## src/rtl/nbit_and_nand_nor_unit.sv

```systemverilog
// Registered n-bit bitwise logic unit.
// Computes a per-bit AND, NAND or NOR of two WIDTH-bit operands. The result
// appears one cycle after issue, together with zero/all-ones flags and an
// illegal-op flag. When no new operand is accepted, the result and flags hold
// their values, and only the valid bit drops.
module nbit_and_nand_nor_unit #(
  parameter int WIDTH = 4
) (
  input  logic             clk,
  input  logic             rst,
  input  logic             in_valid,
  input  logic [1:0]       op,
  input  logic [WIDTH-1:0] in1,
  input  logic [WIDTH-1:0] in2,
  output logic             out_valid,
  output logic [WIDTH-1:0] out,
  output logic             zero,
  output logic             ones,
  output logic             op_err
);

  typedef enum logic [1:0] {
    OP_AND  = 2'b00,
    OP_NAND = 2'b01,
    OP_NOR  = 2'b10,
    OP_ILL  = 2'b11
  } op_e;

  // Reject widths outside 1..64 when the design is elaborated.
  if (WIDTH < 1 || WIDTH > 64) begin : g_width_check
    $error("nbit_and_nand_nor_unit: WIDTH=%0d outside legal range 1..64", WIDTH);
  end

  // Per-bit gate outputs. No bit depends on any other bit.
  logic [WIDTH-1:0] and_bits;
  logic [WIDTH-1:0] nand_bits;
  logic [WIDTH-1:0] nor_bits;

  for (genvar gi = 0; gi < WIDTH; gi++) begin : g_bit
    assign and_bits[gi]  = in1[gi] & in2[gi];
    assign nand_bits[gi] = ~(in1[gi] & in2[gi]);
    assign nor_bits[gi]  = ~(in1[gi] | in2[gi]);
  end

  // Next-state values. They are captured only when in_valid is high.
  logic [WIDTH-1:0] result_d;
  logic             zero_d;
  logic             ones_d;
  logic             err_d;

  // Select the gate output for the op. An illegal op yields zero and raises err.
  always_comb begin
    result_d = '0;
    err_d    = 1'b0;
    case (op_e'(op))
      OP_AND:  result_d = and_bits;
      OP_NAND: result_d = nand_bits;
      OP_NOR:  result_d = nor_bits;
      default: err_d    = 1'b1;
    endcase
    // An illegal op leaves result_d at zero, so zero=1 and ones=0 for it.
    zero_d = (result_d == '0);
    ones_d = &result_d;
  end

  // Pipeline registers.
  logic             valid_q;
  logic [WIDTH-1:0] out_q;
  logic             zero_q;
  logic             ones_q;
  logic             err_q;

  // Capture on valid input. Otherwise drop valid and hold the payload.
  // Reset wins over everything, including an in-flight capture.
  always_ff @(posedge clk) begin
    if (rst) begin
      valid_q <= 1'b0;
      out_q   <= '0;
      zero_q  <= 1'b0;
      ones_q  <= 1'b0;
      err_q   <= 1'b0;
    end else begin
      valid_q <= in_valid;
      if (in_valid) begin
        out_q  <= result_d;
        zero_q <= zero_d;
        ones_q <= ones_d;
        err_q  <= err_d;
      end
    end
  end

  assign out_valid = valid_q;
  assign out       = out_q;
  assign zero      = zero_q;
  assign ones      = ones_q;
  assign op_err    = err_q;

endmodule

```

## config.mk

```make
export PLATFORM = sky130hd
export DESIGN_NAME = nbit_and_nand_nor_unit
export DESIGN_NICKNAME = d
export VERILOG_FILES = /design/src/rtl/nbit_and_nand_nor_unit.sv
export SDC_FILE = /design/constraint.sdc
export NUM_CORES = 1
export LEC_CHECK = 0
export CAP_MARGIN = 40
export CORE_AREA = 5 5 42 44
export DETAILED_ROUTE_END_ITERATION = 10
export DIE_AREA = 0 0 47 49
export PLACE_DENSITY = 0.73
export SLEW_MARGIN = 30
export SYNTH_ARGS = -nofsm -noshare
export SYNTH_HDL_FRONTEND = slang
export SYNTH_SLANG_ARGS = --single-unit
```

## constraint.sdc

```tcl
create_clock -name clk -period 3.1 [get_ports clk]
set_input_delay 0.465 -clock clk [delete_from_list [all_inputs] [get_ports clk]]
set_output_delay 0.465 -clock clk [all_outputs]
set_load 0.05 [all_outputs]
```

==> results.md, run 1 <==
- Register bit total from synthesis: 8
- Max rail drop VDD: 0.000118 V
- Max Fclk: 0.523 GHz
- CORE AREA: 1400 um2
- Setup crit end: ones$_SDFFE_PP0P_
- Largest net degree at the start of global routing: 14
- Post-Synth Simple-Gate Area: 0.339
- Gate Count Post-Synth: 55
- Antenna cells: 0
- Largest family of logic cells by synthesized area: simple AND/OR/NAND/NOR gates
- Period minus WS final: 1910 ps
- Routed wire length: 1200 um
- Final hold viol count: 0
- Setup Fix Bufs, Post-CTS: 0
- Layout fillers: 137
- Kind of end point of the critical path: flip-flop
- Arrival @ worst endpoint: 2070 ps
- 1st-pass router iterations: 4
- Clk_lat worst skew: 250 ps
- CTS root buf: clkbuf_4
- Total grt overflow: 0
- Post-CTS Hold Fix Bufs: 0
- First-pass GRT wire length: 1890 um
- Syn nets: 68
- Clock transition at path regs: 60 ps
- Status: completed
- Num rows: 14
- Clock Sinks: 8
- WP depth: 5
- Die width: 47 um
- Area grow syn2layout: 42.6%
- CP Launch Point: op[0]
- DR vias: 485
- Setup tns final: 0 ps
- Area share of fa/ha/maj cells after synthesis: 0
- IO buf count: 20
- Initial antenna violation count: 0
- Final Max Tran Viols: 0
- Reg2Reg Depth: 2
- DRC: 0
- Reg2reg start: ones$_SDFFE_PP0P_
- Crit path max-delay family: simple AND/OR/NAND/NOR gates
- Syn_area_per_cell: 9.40 um2
- PD cells: 379 nW/um2
- Compound-cell area share of the yosys netlist: 0.254
- Worst slew pin tran: 499 ps
- Sequential area share after synthesis: 0.310
- Final period util: 0.616
- Post-route ant nets: 0
- Max stage delay on crit path: 620 ps
- R2r endpoint: ones$_SDFFE_PP0P_
- Crit-path slowest cell: clkdlybuf4s50_1
- Cell Area, Synth: 517 um2
- CP startpoint kind: input port
- Routed vias/inst: 5.33
- Cts bufs inserted: 3
- Yosys warns: 0
- Avg WL per Cell: 13.2 um
- Max cap viols: 0
- Share of layout cells above drive strength 1: 0.213
- R2R setup slack: 2160 ps
- Starting Density: 0.369
- Final setup fails: 0
- H-Tree Depth: 1
- Number of global-route vias before repair: 478
- CTS max path bufs: 2
- Final Total Pwr: 0.279 mW
- Leading cell type in the layout, fill and taps excluded: clkdlybuf4s50_1
- RSZ-0062 raised after global routing: no
- Crit path buf inv count: 1
- Gr usage total: 0.109
- Slack of the critical path: 1190 ps
- Leak pwr: 0.265 nW
- Nets: 90
- Multiplexer area fraction after synthesis: 0.0218
- Dpl hpwl: 947 um
- Final core utilization: 0.526
- Die Ht: 49 um
- TritonCTS clock tree: yes
- Placer Congestion: 0.806
- Critical path type: in2reg
- # resized after CTS: 0
- Distinct cells, synth: 29
- Worst-path cell chain: clkdlybuf4s50_1 -> and4bb_2 -> nand3_1 -> and3_4 -> o41ai_2
- Boundary Pins: 21
- Worst Path Required: 3260 ps
- Worst hold path class: reg2reg
- Pre-CTS WS: 942 ps
- Most frequent cells in the layout: clkdlybuf4s50_1 (20), dfxtp_1 (8), nand2_1 (5), nor2_1 (5)
- Die area: 2300 um2
- Worst rel slew slack: 0.666
- Synth Area in XOR/XNOR: 0.0169
- Critical Path Fanout Max: 11
- DRT iter0 DRCs: 7
- Skew final: 0 ps
==> worst reg2reg max path: cells and delay by family, from the launching register on <==
kind | cells | cell delay [ps]
AOI/OAI and AO/OA | 1 | 60
DFF | 1 | 330
and+or+nand+nor | 1 | 450
==> how the worst min path moves through the flow <==
stage	startpoint	to	slack, ps	cells after the start
after floorplan	rst	op_err$_SDFFE_PP0P_	530	1
after global placement	op_err$_SDFFE_PP0P_	op_err$_SDFFE_PP0P_	460	2
after detailed placement	op_err$_SDFFE_PP0P_	op_err$_SDFFE_PP0P_	460	2
after CTS	op_err$_SDFFE_PP0P_	op_err$_SDFFE_PP0P_	470	2
after global routing	op_err$_SDFFE_PP0P_	op_err$_SDFFE_PP0P_	520	2
final	op_err$_SDFFE_PP0P_	op_err$_SDFFE_PP0P_	470	2
==> layout make-up <==
cell class	instances	area, um2	area share
repair buffers	20	200	0.272
well taps	16	20.0	0.0272
flip-flops and latches	8	160	0.217
inverters	2	7.51	0.0102
clock buffers	3	22.5	0.0306
multi-input cells	42	327	0.443
==> routing by layer <==
metal	GRT usage	wire, um	vias to the layer above
li1	-	-	250
met1	0.132	553	221
met2	0.172	589	14
met3	0.00369	54	0
met4	0.0783	0	0
met5	0	0	-
==> kinds of logic (layout without fill, tap and decap cells) <==
family | count (synthesis) | after routing
xor gates and xnor gates | 1 | 1
DFF | 8 | 8
AOI/OAI and AO/OA | 14 | 14
buffers and inverters | 5 | 25
muxes | 1 | 1
and+or+nand+nor | 26 | 26
==> synth_stat cells <==
library cell,number,area share
dfxtp_1,8,0.31
nand2_1,5,0.036
nor2_1,5,0.036
a211oi_1,4,0.058
nand2b_1,4,0.048
nand3_1,3,0.029
and4bb_2,2,0.048
inv_1,2,0.015
o221a_2,2,0.044
a211oi_2,1,0.024
a21oi_1,1,0.0097
a311o_2,1,0.022
and2b_2,1,0.017
and3_4,1,0.022
buf_4,1,0.015
buf_6,1,0.022
clkbuf_1,1,0.0073
mux2_2,1,0.022
nand4_1,1,0.012
nor3_1,1,0.0097
nor4b_1,1,0.017
nor4b_4,1,0.046
o211ai_1,1,0.015
o21ba_2,1,0.019
o22ai_1,1,0.012
o32a_1,1,0.019
o41ai_2,1,0.031
or3b_2,1,0.017
xor2_1,1,0.017
==> power by group <==
part | internal, mW | total, mW | switching, mW
Sequential | 0.109 | 0.111 | 0.00262
Combinational | 0.0403 | 0.0884 | 0.0482
Clock | 0.0443 | 0.0794 | 0.0351
==> flip-flops by register name, indices dropped and copies added (netlist names) <==
register	count
op_err	1
out_valid	1
zero	1
ones	1
out	4
==> stage by stage <==
step	hold WS, ps	instances	area, um2
CTS	470	91	737
detailed placement	463	88	714
global route	518	91	737
floorplan	534	55	517
finish	468	91	737
global placement	455	88	714
Power figures use the tool's default switching activity.
==> inputs of run 2 (changes only) <==
- clock period: 3.1 -> 1.9 ns (I/O delays scaled with it)
==> results.md, run 2 (synthesized netlist as in run 1, its figures left out) <==
- Status: completed
- WHS: 464 ps (-3.96 ps)
- PD cells: 603 nW/um2 (+59%)
- Dpl hpwl: 950 um (+0.34%)
- Internal power: 0.321 mW (+66%)
- Kind of end point of the critical path: output pin
- R2R setup slack: 980 ps (-1180 ps)
- Nets: 94 (+4.4%)
- Crit path buf inv count: 1 (unchanged)
- Post-route ant nets: 0 (unchanged)
- Setup Fix Bufs, Post-CTS: 0 (unchanged)
- Leading cell type in the layout, fill and taps excluded: clkdlybuf4s50_1
- Avg WL per Cell: 12.0 um (-8.5%)
- Crit-path slowest cell: clkdlybuf4s50_1
- Final core utilization: 0.547 (+0.0214)
- Leak pwr: 0.284 nW (+7.1%)
- Min-Delay Endpoint: op_err$_SDFFE_PP0P_
- Flop pwr share: 0.392 (-0.007)
- DRT iter0 DRCs: 6 (-1)
- Final setup fails: 0 (unchanged)
- Reg2reg start: ones$_SDFFE_PP0P_
- Routed wire length: 1140 um (-4.4%)
- Max FFs per register: 4 (unchanged)
- Worst hold path class: reg2reg
- Clock Sinks: 8 (unchanged)
- Sw Share: 0.305 (-0.00268)
- DRC: 0 (unchanged)
- H-Tree Depth: 1 (unchanged)
- Critical Path Fanout Max: 2 (-9)
- Post-route insts no fill: 95 (+4.4%)
- CP startpoint kind: flip-flop
- Worst rel slew slack: 0.664 (-0.00245)
- Starting Density: 0.369 (unchanged)
- Final period util: 0.878
- Critical hold path startpoint: op_err$_SDFFE_PP0P_
- Worst Path Required: 1620 ps (-1640 ps)
- Die Ht: 49 um (unchanged)
- CTS root buf: clkbuf_4
- Critical path type: reg2out
- Antenna cells: 0 (unchanged)
- Area grow syn2layout: 48.4%
- Worst slew pin tran: 503 ps (+3.66 ps)
- Sw Pwr: 0.141 mW (+64%)
- Final hold viol count: 0 (unchanged)
- CORE AREA: 1400 um2 (unchanged)
- Clock share of power: 0.280 (-0.004)
- DR vias: 494 (+1.9%)
- 1st-pass router iterations: 4 (unchanged)
- Die area: 2300 um2 (unchanged)
- Pre-CTS WS: 34.8 ps (-907 ps)
- Number of global-route vias before repair: 480 (+0.42%)
- Comb power frac: 0.328 (+0.011)
- Skew final: 0 ps (unchanged)
- Reg2Reg Depth: 2 (unchanged)
- Largest net degree at the start of global routing: 12 (-2)
- Hold depth: 2 (unchanged)
- Boundary Pins: 21 (unchanged)
- Num rows: 14 (unchanged)
- Slack of the critical path: 232 ps (-958 ps)
- Die width: 47 um (unchanged)
- Post-placement cell count: 92 (+4.5%)
- Clk_lat worst skew: 250 ps (about the same)
- First-pass GRT wire length: 1970 um (+4.0%)
- Total grt overflow: 0 (unchanged)
- Max rail drop VDD: 0.000365 V (+210%)
- Routed vias/inst: 5.20 (-2.4%)
- Final Max Tran Viols: 0 (unchanged)
- Max cap viols: 0 (unchanged)
- Crit path max-delay family: buffers and inverters
- # resized after CTS: 0 (unchanged)
- Cts bufs inserted: 3 (unchanged)
- Placer Congestion: 0.816 (+1.2%)
- Clock transition at path regs: 50 ps (about the same)
- Max Fclk: 0.599 GHz
- IO buf count: 20 (unchanged)
- Most frequent cells in the layout: clkdlybuf4s50_1 (20), dfxtp_1 (8), nand2_1 (5), nor2_1 (5)
- RSZ-0062 raised after global routing: no
- Initial antenna violation count: 0 (unchanged)
- Post-CTS Hold Fix Bufs: 0 (unchanged)
- CTS max path bufs: 2 (unchanged)
- Max stage delay on crit path: 800 ps (+180 ps)
- Gr usage total: 0.116 (+0.00713)
- Share of layout cells above drive strength 1: 0.253 (+0.0398)
- TritonCTS clock tree: yes
- R2r endpoint: ones$_SDFFE_PP0P_
- Arrival @ worst endpoint: 1380 ps (-690 ps)
- Worst-path cell chain: clkdlybuf4s50_1
- Period minus WS final: 1670 ps
[run 2: cell count changes in the layout (fill, tap and decap cells not counted), sizes merged]
cell	previous run	this run
buf	0	4
[run 2: worst max-delay path by stage]
stage | start | end | slack [ps] | cells past startpoint
after floorplan | op[0] | ones$_SDFFE_PP0P_ | 600 | 5
after global placement | op[1] | zero$_SDFFE_PP0P_ | -7 | 5
after detailed placement | op[0] | ones$_SDFFE_PP0P_ | 30 | 5
after CTS | ones$_SDFFE_PP0P_ | ones | 220 | 1
after global routing | op[1] | zero$_SDFFE_PP0P_ | 180 | 5
final | ones$_SDFFE_PP0P_ | ones | 230 | 1
[run 2: routing by layer]
layer  share of wire  track usage
met1            0.47        0.157
met2            0.44        0.163
met3           0.071       0.0221
met4           0.014       0.0691
met5               0            0
[run 2: metrics by stage]
stage               instance area [um2]  setup TNS (ps)  power (mW)
detailed placement                  744               0       0.337
finish                              767               0       0.463
CTS                                 767               0       0.469
global placement                    744           -7.40       0.336
global route                        767               0       0.490
floorplan                           517               0       0.273
[run 2: layout make-up]
type | count | area, um2
clock buffers | 3 | 22.5
multi-input cells | 42 | 327
flip-flops and latches | 8 | 160
well taps | 16 | 20.0
inverters | 2 | 7.51
repair buffers | 24 | 230
fillers | 134 | 634
[run 2: power by group through the flow]
stage / clock network, mW / registers, mW / logic (mW)
global placement: 0 / 0.185 / 0.151
global route: 0.145 / 0.182 / 0.163
floorplan: 0 / 0.218 / 0.0552
finish: 0.130 / 0.181 / 0.152
CTS: 0.136 / 0.181 / 0.153
detailed placement: 0 / 0.185 / 0.152
==> inputs of run 3 (changes only) <==
- SLEW_MARGIN: 30 -> 20
==> results of run 3 <==
No change in the layout: final DEF, timing and power equal those of run 2.
